$ cat config.mk
export PLATFORM = sky130hd
export DESIGN_NAME = div_seq_flat
export DESIGN_NICKNAME = d
export VERILOG_FILES = /design/src/rtl/div_seq_if.sv /design/src/rtl/div_seq.sv /design/src/flat_wrapper.sv
export SDC_FILE = /design/constraint.sdc
export NUM_CORES = 1
export LEC_CHECK = 0
export BUFFER_PORTS_ARGS = -buffer_cell sky130_fd_sc_hd__buf_2
export CORE_UTILIZATION = 34
export CTS_BUF_LIST = sky130_fd_sc_hd__clkbuf_8
export CTS_CLUSTER_SIZE = 28
export DETAILED_ROUTE_END_ITERATION = 8
export PLACE_DENSITY = 0.5
export SYNTH_ARGS = -nofsm -noshare
export SYNTH_HDL_FRONTEND = slang
export SYNTH_SLANG_ARGS = --single-unit
$ cat constraint.sdc
create_clock -name clk -period 3.15 [get_ports clk]
set_input_delay 0.4725 -clock clk [delete_from_list [all_inputs] [get_ports clk]]
set_output_delay 0.4725 -clock clk [all_outputs]
set_load 0.05 [all_outputs]
$ cat src/rtl/div_seq_if.sv
// Request/response bundle for the sequential divider; the core drives the master side.
// start is a request sampled only while busy=0; done pulses for one cycle with res valid.
interface div_seq_if #(
   parameter int WIDTH = 32
);
   logic             start;
   logic [1:0]       op;
   logic [WIDTH-1:0] a;
   logic [WIDTH-1:0] b;
   logic             busy;
   logic             done;
   logic [WIDTH-1:0] res;

   modport master (output start, op, a, b, input busy, done, res);
   modport slave  (input start, op, a, b, output busy, done, res);
endinterface

$ cat src/rtl/div_seq.sv
// Restoring shift-subtract divider for RV32M DIV/DIVU/REM/REMU, one quotient bit per cycle.
// Define DIV_EARLY_OUT_EN to finish divide-by-zero and signed overflow without iterating.
module div_seq #(
   parameter int WIDTH = 32
) (
   input  logic       clk,
   input  logic       reset,
   div_seq_if.slave   bus,
   output logic [1:0] state_dbg
);
   localparam int CW = $clog2(WIDTH) + 1;
   localparam logic [1:0] S_IDLE = 2'd0;
   localparam logic [1:0] S_RUN  = 2'd1;
   localparam logic [1:0] S_DONE = 2'd2;
   localparam logic [WIDTH-1:0] ONES = '1;
   localparam logic [WIDTH-1:0] MIN  = {1'b1, {(WIDTH-1){1'b0}}};

   logic [1:0]       state;
   logic [CW-1:0]    count;
   logic [WIDTH-1:0] quo, rem, dvsr, a_orig, res_q;
   logic             is_rem, neg_q, neg_r, div0, ovf;

   logic             sgn_in, div0_in, ovf_in;
   logic [WIDTH-1:0] mag_a, mag_b;

   assign sgn_in  = ~bus.op[0];
   assign mag_a   = (sgn_in && bus.a[WIDTH-1]) ? -bus.a : bus.a;
   assign mag_b   = (sgn_in && bus.b[WIDTH-1]) ? -bus.b : bus.b;
   assign div0_in = (bus.b == '0);
   assign ovf_in  = sgn_in && (bus.a == MIN) && (bus.b == ONES);

   // The partial remainder is shifted into WIDTH+1 bits so a large divisor never loses the carry.
   logic [WIDTH:0]   shifted, trial;
   logic             take;
   logic [WIDTH-1:0] rem_next, quo_next;

   assign shifted  = {rem, quo[WIDTH-1]};
   assign trial    = shifted - {1'b0, dvsr};
   assign take     = ~trial[WIDTH];
   assign rem_next = take ? trial[WIDTH-1:0] : shifted[WIDTH-1:0];
   assign quo_next = {quo[WIDTH-2:0], take};

   logic [WIDTH-1:0] q_val, r_val, res_calc;

   always_comb begin
      q_val = neg_q ? -quo : quo;
      r_val = neg_r ? -rem : rem;
      if (div0) begin
         q_val = ONES;
         r_val = a_orig;
      end else if (ovf) begin
         q_val = MIN;
         r_val = '0;
      end
      res_calc = is_rem ? r_val : q_val;
   end

   always_ff @(posedge clk) begin
      if (reset) begin
         state  <= S_IDLE;
         count  <= '0;
         quo    <= '0;
         rem    <= '0;
         dvsr   <= '0;
         a_orig <= '0;
         res_q  <= '0;
         is_rem <= 1'b0;
         neg_q  <= 1'b0;
         neg_r  <= 1'b0;
         div0   <= 1'b0;
         ovf    <= 1'b0;
      end else begin
         case (state)
            S_IDLE: begin
               if (bus.start) begin
                  is_rem <= bus.op[1];
                  a_orig <= bus.a;
                  quo    <= mag_a;
                  rem    <= '0;
                  dvsr   <= mag_b;
                  neg_q  <= sgn_in & (bus.a[WIDTH-1] ^ bus.b[WIDTH-1]);
                  neg_r  <= sgn_in & bus.a[WIDTH-1];
                  div0   <= div0_in;
                  ovf    <= ovf_in;
                  count  <= CW'(WIDTH);
`ifdef DIV_EARLY_OUT_EN
                  state  <= (div0_in || ovf_in) ? S_DONE : S_RUN;
`else
                  state  <= S_RUN;
`endif
               end
            end
            S_RUN: begin
               quo   <= quo_next;
               rem   <= rem_next;
               count <= count - 1'b1;
               if (count == CW'(1)) state <= S_DONE;
            end
            S_DONE: begin
               res_q <= res_calc;
               state <= S_IDLE;
            end
            default: state <= S_IDLE;
         endcase
      end
   end

   // res is combinational during the done pulse and held in res_q afterwards.
   assign bus.busy  = (state != S_IDLE);
   assign bus.done  = (state == S_DONE);
   assign bus.res   = (state == S_DONE) ? res_calc : res_q;
   assign state_dbg = state;
endmodule
$ cat src/flat_wrapper.sv
// flat-port wrapper written by rule: the top's interface ports become plain ports
module div_seq_flat 
#(
   parameter int WIDTH = 32
)
  (clk, reset, state_dbg, bus_start, bus_op, bus_a, bus_b, bus_busy, bus_done, bus_res);
  div_seq_if #(.WIDTH(WIDTH)) bus_i ();
  input  logic clk;
  input  logic reset;
  output logic [1:0] state_dbg;
  input wire logic [$bits(bus_i.start)-1:0] bus_start;
  input wire logic [$bits(bus_i.op)-1:0] bus_op;
  input wire logic [$bits(bus_i.a)-1:0] bus_a;
  input wire logic [$bits(bus_i.b)-1:0] bus_b;
  output wire logic [$bits(bus_i.busy)-1:0] bus_busy;
  output wire logic [$bits(bus_i.done)-1:0] bus_done;
  output wire logic [$bits(bus_i.res)-1:0] bus_res;
  assign bus_i.start = bus_start;
  assign bus_i.op = bus_op;
  assign bus_i.a = bus_a;
  assign bus_i.b = bus_b;
  assign bus_busy = bus_i.busy;
  assign bus_done = bus_i.done;
  assign bus_res = bus_i.res;
  div_seq #(.WIDTH(WIDTH)) u_core (.clk(clk), .reset(reset), .bus(bus_i), .state_dbg(state_dbg));
endmodule
==> flow_summary.yaml, run 1 <==
hold_path:
  hp-start: "bus_op[1]"
  holdPathEnd: "u_core.is_rem"
  holdCritPathClass: "primary input to register"
  holdPathStages: 3
detailed_routing:
  routed_wl_mm: 43.9
  dr.pass1.iters: 5
  route.vias.total: 12274
  wl_per_cell_um: 19.8
  viasPerCell: 5.52
  route.detailed.drc: 0
  drtIter0Drc: 836
  final_antenna_net_count: 0
grt:
  grt_pass1_wl_mm: 67.2
  overflow: 0
  track_usage_pct: 24.5
  antenna_found_initial: 2
  grt_pass1_vias: 11338
  grt_max_degree: 95
finish:
  n_antenna_cell: 0
  area_delta_synth_final_pct: 29.1
  final_net_count: 1870
  layout_common_cells: "nand2_1, buf_4, dfxtp_1, a21oi_1, nor2_1"
  final_area_um2: 15200
  final_core_utilization_pct: 45.0
  mostFrequentLayoutCell: "nand2_1"
  final_cells: 2222
  final_layout_size_suffix_gt1_share_pct: 25.2
cts:
  worstSkewPairLatency_ps: 490
  htree_levels: 4
  cts_tree: "yes"
  cts_buffers: 17
  cts.path.max_buffers: 2
  clock-sinks: 173
  cts-hold-fix-buffers: 0
  root_buffer: "clkbuf_8"
  clk_pin_slew_ps: 100
power:
  powerDensity_nw_per_um2: 419
  power.leakage_nw: 5.95
  ir_drop_v: 0.000262
  p_total_mw: 6.38
worst_setup_path:
  cp.required_ps: 2680
  worstSetupPathType: "register to output port"
  cp-start-kind: "register"
  crit-reg2reg-launch: "u_core.quo[13]"
  worstReg2RegEnd: "u_core.res_q[24]"
  crit_path_end_kind: "output port"
  critPathTopFamily: "simple AND/OR/NAND/NOR gates"
  cp_num_buf_inv: 1
  cp.arrival_ps: 3330
  slowest_stage: "or4b_4"
  worstRegToRegCells: 10
  cp-startpoint: "u_core.quo[13]"
  slowest_delay_ps: 540
  rrSetupSlack_ps: 110
  crit_fanout: 5
  worstPathCellList: "or4_4 -> or4b_4 -> or3_4 -> o31ai_4 -> xor2_1 -> a221o_1 -> o21ai_4 -> buf_6"
yosys:
  ys_ff_latch: 173
  synth_xor_area_share_pct: 10.2
  netlist_area_um2: 11800
  yosysSeqAreaShare_pct: 29.3
  avgSynthCellArea_um2: 7.56
  synth_cells: 1562
  synthFlopType: "dfxtp_1"
  synthAdderAreaFrac_pct: 4.30
  synth.area.mux_share_pct: 2.60
  synth.distinct_cells: 75
  postSynth.asyncResetShare_pct: 0
  synth_nets: 1671
  synth-edff-count: 0
  synth_top_family_by_area: "compound AO/OA/AOI/OAI gates"
  synth-compound-area-share_pct: 26.8
  synthSimpleGateAreaFrac_pct: 21.8
  ys.warnings.count: 0
timing:
  min_period_ps: 3800
  rsz0062_at_grt: "true"
  finalSetupViolCount: 24
  hold_viol_final: 0
  post-route-period-util_pct: 121
  fin_ws_ps: -653
  fin_skew_ps: 20.5
  drv_slew: 0
  tightest_slew_ps: 816
  relSlewSlack_pct: 45.2
  fmax_ghz: 0.263
  timing.setup.tns_ps: -9480
  hold_slack_ps: 223
placed_design:
  hpwl_mm: 33.7
  dp_cells: 2170
  gp_congestion: 0.944
  io_buffers: 104
  dpl_cell_area_um2: 13800
  pre_cts_ws_ps: -271
die:
  start_util_pct: 34.8
  die_area_um2: 35500
  core_area_um2: 33900
  die_w_um: 188
  dieHeight_um: 188
  rows: 67
  io_pins: 105
flow_run:
  max-cap-violations: 0
status:
  outcome: "finished with violations"
  violations: "negative setup slack"
==> how the worst max path moves through the flow <==
stage          slack (ps)  cells past startpoint     endpoint
6_report             -650                      8  bus_res[24]
2_1_floorplan        -310                      8  bus_res[29]
3_5_place_dp         -270                      9  bus_res[27]
5_1_grt              -730                      8  bus_res[24]
4_1_cts              -640                      8  bus_res[24]
3_3_place_gp         -230                      9  bus_res[27]
==> power by group <==
part           internal [mW]  switching, mW
clock network          0.880          0.886
registers               2.31          0.114
logic                  0.922           1.27
total                   4.12           2.27
==> logic make-up after synthesis <==
family          after synthesis
fa+ha+maj                    40
simple gates                545
xor+xnor                    137
compound gates              484
buf+inv                     153
flops                       173
mux                          30
==> worst min-delay path, delay by kind of cell <==
kind / cells / cell delay [ps]
simple gates: 1 / 60
compound gates: 1 / 60
buf+inv: 1 / 90
==> per-layer routing <==
metal / vias to the layer above / track usage, % / part of all wire (%) / routed length (µm)
met4: 0 / 6.33 / 1.5 / 672
met3: 37 / 4.54 / 6.5 / 2840
met5: - / 0 / 0 / 0
li1: 6022 / - / - / -
met1: 5852 / 36.8 / 50 / 22000
met2: 363 / 35.5 / 42 / 18400
==> state kept, by name, indices dropped and copies added, names as in the netlist <==
name	flops
u_core.res_q	32
u_core.dvsr	32
u_core.count	6
u_core.neg_r	1
u_core.rem	32
u_core.neg_q	1
u_core.ovf	1
u_core.state_dbg	2
u_core.a_orig	32
u_core.div0	1
u_core.quo	32
u_core.is_rem	1
==> final cells by class <==
type / count / area (µm²)
inverters: 55 / 206
clock buffers: 21 / 289
multi-input cells: 1236 / 8460
repair buffers: 278 / 2090
flip-flops and latches: 173 / 3480
clock inverters: 11 / 154
fillers: 3495 / 18600
well taps: 448 / 561
==> what timing repair did <==
action	CTS	global route
pin swaps	46	38
resized for setup	132	74
setup endpoints to repair	52	52
buffers inserted	11	11
==> synthesized netlist by cell type, types with 3 or more instances <==
library cell  number  share of area [%]
nor2b_1           32                1.7
buf_1              8               0.25
nand2_1          238                7.6
o21ai_0           99                4.2
o211ai_1          17                1.1
o21a_1             4               0.25
a311oi_1           6               0.45
o21ai_1            7               0.30
mux2i_1           25                2.1
a31oi_1           15               0.80
o31ai_1           30                1.9
o21bai_1           4               0.25
nor4_1            15               0.80
o41ai_2            6               0.83
a21o_1             6               0.38
nor2_1           107                3.4
o22ai_1            8               0.42
a211oi_1          38                2.4
xnor2_1           79                5.9
clkbuf_1          82                2.6
nand2b_1          21                1.1
inv_1             55                1.7
a2bb2oi_1          3               0.22
xor2_1            58                4.3
and3_1             7               0.37
or4_1             12               0.76
a21oi_1          146                6.2
o41ai_1           15                1.1
a221o_1            7               0.59
a221oi_1          12               0.89
ha_1              39                4.1
o22a_1             3               0.22
buf_2              7               0.30
dfxtp_1          173                 29
nand3_1           24                1.0
and2_1             6               0.32
a21boi_0           4               0.25
or2_2             10               0.53
nor3_1            21               0.89
a22oi_1           27                1.7
nand4_1           11               0.58
nand4b_1           3               0.22
or3_1             24                1.3
o311ai_0           7               0.52
mux2_2             5               0.48
(Power assumes the default switching activity.)
==> inputs of run 2 (changes only) <==
CORE_ASPECT_RATIO = 1.75   (was default)
PLACE_DENSITY = 0.55   (was 0.5)
==> flow_summary.yaml, run 2 (synthesized netlist as in run 1, its figures left out) <==
status:
  outcome: "finished with violations"
  violations: "negative setup slack"
detailed_routing:
  dr.pass1.iters: 5
  final_antenna_net_count: 0
  routed_wl_mm: 49.6
  viasPerCell: 5.63
  wl_per_cell_um: 22.1
  route.detailed.drc: 0
  route.vias.total: 12630
  drtIter0Drc: 706
worst_setup_path:
  crit_fanout: 3
  crit-reg2reg-launch: "u_core.quo[31]"
  worstSetupPathType: "register to output port"
  slowest_delay_ps: 530
  cp.required_ps: 2680
  cp-start-kind: "register"
  crit_path_end_kind: "output port"
  worstPathCellList: "or4_4 -> or4b_4 -> buf_6 -> or3_4 -> o31ai_4 -> xnor2_1 -> a21boi_2 -> nor3_2 -> buf_4 -> buf_12"
  worstReg2RegEnd: "u_core.rem[1]"
  slowest_stage: "or4_4"
  critPathTopFamily: "simple AND/OR/NAND/NOR gates"
  worstRegToRegCells: 13
  cp.depth: 10
  rrSetupSlack_ps: 140
  cp_num_buf_inv: 3
  cp.arrival_ps: 3360
flow_run:
  max-cap-violations: 0
finish:
  seq_area_um2: 3480
  area_delta_synth_final_pct: 31.5
  multi_input_area_um2: 8600
  final_layout_size_suffix_gt1_share_pct: 27.0
  layout_common_cells: "nand2_1, buf_4, dfxtp_1, a21oi_1, nor2_1"
  fillCellCount: 3422
  mostFrequentLayoutCell: "nand2_1"
  final_net_count: 1885
timing:
  post-route-period-util_pct: 122
  fin_ws_ps: -681
  finalSetupViolCount: 25
  tightest_slew_ps: 922
  drv_slew: 0
  fmax_ghz: 0.261
  hold_viol_final: 0
  min_period_ps: 3830
  relSlewSlack_pct: 38.4
  fin_skew_ps: 19.0
  timing.setup.tns_ps: -10940
  rsz0062_at_grt: "true"
hold_path:
  holdPathStages: 3
  holdPathEnd: "u_core.a_orig[12]"
  holdCritPathClass: "primary input to register"
  hp-start: "bus_a[12]"
power:
  sequentialPowerShare_pct: 37.5
  ir_drop_v: 0.000266
  netSwitchingPower_mw: 2.37
  powerDensity_nw_per_um2: 418
  pwr-share-comb_pct: 35.9
  power.leakage_nw: 6.07
  power.share.switching_pct: 36.6
  clkPwrFrac_pct: 26.6
  internal_power_mw: 4.11
placed_design:
  pre_cts_ws_ps: -260
  io_buffers: 104
  hpwl_mm: 38.8
  gp_congestion: 0.980
die:
  core_area_um2: 34000
  dieHeight_um: 248
  die_w_um: 143
  die_area_um2: 35500
  rows: 89
  start_util_pct: 34.8
  io_pins: 105
cts:
  cts.path.max_buffers: 2
  worstSkewPairLatency_ps: 510
  root_buffer: "clkbuf_8"
  cts_tree: "yes"
  clk_pin_slew_ps: 100
  clock-sinks: 173
  htree_levels: 4
  cts_buffers: 17
  cts-hold-fix-buffers: 0
grt:
  track_usage_pct: 28.8
  grt_pass1_vias: 12791
  antenna_found_initial: 1
  overflow: 0
  grt_max_degree: 64
  grt_pass1_wl_mm: 75.0
run 2: worst register-to-register path, stage by stage, from the launching register on:
cell	delay [ps]
dfxtp_1	350
inv_1	100
ha_1	240
fa_2	360
nand2b_4	160
a21oi_2	160
o211ai_1	200
and3_4	240
o21a_1	190
o211ai_1	160
buf_4	160
buf_12	160
mux2_2	350
o21ai_1	130
run 2: power groups by stage:
| stage | logic (mW) | clock network [mW] | registers (mW) |
|---|---|---|---|
| 2_1_floorplan | 1.16 | 0 | 2.46 |
| 3_3_place_gp | 1.98 | 0 | 2.47 |
| 3_5_place_dp | 2.00 | 0 | 2.47 |
| 4_1_cts | 2.15 | 1.76 | 2.42 |
| 5_1_grt | 2.50 | 1.85 | 2.44 |
| 6_report | 2.33 | 1.72 | 2.43 |
run 2: layout make-up:
cell class / instances / area share, %
well taps: 455 / 3.67
diodes: 1 / 0.0161
repair buffers: 293 / 14.4
flip-flops and latches: 173 / 22.4
multi-input cells: 1236 / 55.4
clock buffers: 19 / 1.68
inverters: 55 / 1.33
clock inverters: 13 / 1.06
run 2: metrics by stage:
step           hold slack, ps  cell area, µm²  utilization, %  instances  total power, mW
2_1_floorplan             432           11900               -       1562             3.62
3_3_place_gp              444           14000            41.2       2195             4.45
3_5_place_dp              448           14000            41.2       2195             4.46
4_1_cts                   191           15100            44.4       2234             6.34
5_1_grt                   207           15500            45.7       2245             6.78
6_report                  213           15500            45.7       2245             6.48
run 2: what timing repair did:
action	in CTS	in global routing
endpoints found under the setup margin	48	57
gates resized for setup	145	78
pin swaps	56	67
setup buffers	7	13
run 2: metal layers:
metal | vias up | global-route usage (%) | share of wire (%)
li1 | 6047 | - | -
met3 | 228 | 5.95 | 3.7
met5 | - | 0 | 0
met2 | 389 | 52.4 | 53
met1 | 5966 | 24.8 | 32
met4 | 0 | 30.3 | 12
run 2: worst max-delay path by stage:
stage | slack [ps] | endpoint | startpoint
after floorplan | -310 | bus_res[29] | u_core.quo[7]
after detailed placement | -260 | bus_res[26] | u_core.quo[7]
after global placement | -240 | bus_res[26] | u_core.quo[7]
final | -680 | bus_res[29] | u_core.quo[13]
after CTS | -690 | bus_res[24] | u_core.quo[13]
after global routing | -820 | bus_res[29] | u_core.quo[13]
==> inputs of run 3 (changes only) <==
REMOVE_ABC_BUFFERS = 1   (was default)
==> flow_summary.yaml, run 3 (synthesized netlist as in run 1, its figures left out) <==
grt:
  overflow: 0
  grt-busiest-layer: "met2"
  grt_use_met1_pct: 25.1
  grt_pass1_wl_mm: 65.2
  met2_usage_pct: 44.6
  grt_max_degree: 82
  track_usage_pct: 23.7
  gr-usage-met3_pct: 3.04
  antenna_found_initial: 1
  grt_pass1_vias: 12141
timing:
  fin_skew_ps: 15.0
  min_period_ps: 3840
  hold_viol_final: 0
  rsz0062_at_grt: "true"
  fin_ws_ps: -688
  post-route-period-util_pct: 122
  timing.setup.tns_ps: -9990
  tightest_slew_ps: 896
  fmax_ghz: 0.261
  finalSetupViolCount: 22
  relSlewSlack_pct: 40.0
  drv_slew: 0
finish:
  multi_input_area_um2: 8370
  final_cells: 2224
  seq_area_um2: 3470
  fillCellCount: 3446
  mostFrequentLayoutCell: "nand2_1"
  final_net_count: 1865
  area_delta_synth_final_pct: 27.7
  layout_common_cells: "nand2_1, dfxtp_1, buf_4, a21oi_1, nor2_1"
  final_layout_size_suffix_gt1_share_pct: 23.8
status:
  violations: "negative setup slack"
  outcome: "finished with violations"
worst_setup_path:
  rrSetupSlack_ps: 170
  cp.required_ps: 2680
  worstReg2RegEnd: "u_core.rem[22]"
  cp.arrival_ps: 3370
  slowest_stage: "or4b_4"
  cp-endpoint: "bus_res[24]"
  crit_path_end_kind: "output port"
  worstSetupPathType: "register to output port"
  slowest_delay_ps: 540
  worstRegToRegCells: 11
  crit-reg2reg-launch: "u_core.rem[12]"
  cp-startpoint: "u_core.quo[13]"
  worstPathCellList: "or4_4 -> or4b_4 -> or3_4 -> o31ai_4 -> xor2_1 -> a221o_1 -> o21ai_2 -> buf_6"
  crit_fanout: 5
  cp-start-kind: "register"
placed_design:
  io_buffers: 104
  hpwl_mm: 30.7
  dp_cells: 2181
  gp_congestion: 0.911
detailed_routing:
  route.detailed.drc: 0
  drtIter0Drc: 732
  final_antenna_net_count: 0
  dr.pass1.iters: 5
  route.vias.total: 12094
  wl_per_cell_um: 18.3
  viasPerCell: 5.44
  routed_wl_mm: 40.7
die:
  rows: 89
  die_w_um: 143
  start_util_pct: 34.8
  io_pins: 105
  dieHeight_um: 248
  die_area_um2: 35500
  core_area_um2: 34000
cts:
  clock-sinks: 173
  worstSkewPairLatency_ps: 500
  clk_pin_slew_ps: 90
  htree_levels: 4
  cts_tree: "yes"
  cts_buffers: 17
  cts.path.max_buffers: 2
  root_buffer: "clkbuf_8"
flow_run:
  max-cap-violations: 0
hold_path:
  holdCritPathClass: "primary input to register"
power:
  ir_drop_v: 0.000227
  power.leakage_nw: 5.90
  powerDensity_nw_per_um2: 403
-- run 3: cell types whose count changed in the layout (fill, tap and decap cells not counted), moves of 4 or more --
cell,change
buf_4,-23
xnor2_1,+6
xnor2_2,-6
nand2_1,+5
nand2_2,-5
nand3_1,+5
nand3_2,-5
o21ai_0,+4
-- run 3: what timing repair did --
| action | in CTS | in global routing |
|---|---|---|
| cloned | 1 | 0 |
| buffers inserted | 11 | 2 |
| endpoints found under the setup margin | 54 | 60 |
| hold endpoints to repair | 0 | 0 |
| hold buffers | 0 | 0 |
| gates resized for setup | 136 | 54 |
| pin swaps | 60 | 38 |
-- run 3: how the worst min path moves through the flow --
stage | startpoint | endpoint | depth (start not counted)
floorplan | u_core.dvsr[31] | u_core.dvsr[31] | 2
CTS | bus_a[23] | u_core.a_orig[23] | 3
detailed placement | u_core.a_orig[19] | u_core.a_orig[19] | 2
global placement | u_core.a_orig[17] | u_core.a_orig[17] | 2
finish | bus_a[27] | u_core.a_orig[27] | 3
global route | bus_a[27] | u_core.a_orig[27] | 3
-- run 3: final cells by class --
type	instances	share of cell area, %
diodes	1	0.0166
clock buffers	19	1.73
clock inverters	12	0.556
inverters	55	1.37
multi-input cells	1236	55.5
flip-flops and latches	173	23.0
well taps	455	3.78
repair buffers	273	14.0
-- run 3: routing by layer --
layer | vias to the layer above | routed length, µm
li1 | 6014 | -
met1 | 5732 | 15800
met2 | 269 | 21800
met3 | 79 | 1280
met4 | 0 | 1830
met5 | - | 0
-- run 3: critical path, delay by kind of cell (launching register included) --
family,cells,cell delay (ps)
XOR/XNOR,1,100
AO/OA/AOI/OAI,3,780
buffers and inverters,1,180
flip-flops,1,330
AND/OR/NAND/NOR,3,1480
-- run 3: power by group --
| group | internal, mW | total [mW] | switching, mW | leakage (nW) |
|---|---|---|---|---|
| sequential | 2.32 | 2.42 | 0.104 | 1.42 |
| combinational | 0.956 | 2.18 | 1.22 | 4.29 |
| clock | 0.641 | 1.47 | 0.831 | 0.193 |
-- run 3: per-stage QoR --
step | utilization [%] | setup slack (ps) | power (mW) | hold slack, ps | instance area, µm²
final | 44.4 | -688 | 6.07 | 233 | 15100
after global routing | 44.4 | -805 | 6.40 | 212 | 15100
after CTS | 43.7 | -731 | 6.05 | 190 | 14800
after detailed placement | 40.6 | -316 | 4.32 | 447 | 13800
after global placement | 40.6 | -289 | 4.30 | 442 | 13800
after floorplan | - | -1610 | 3.57 | 426 | 11400
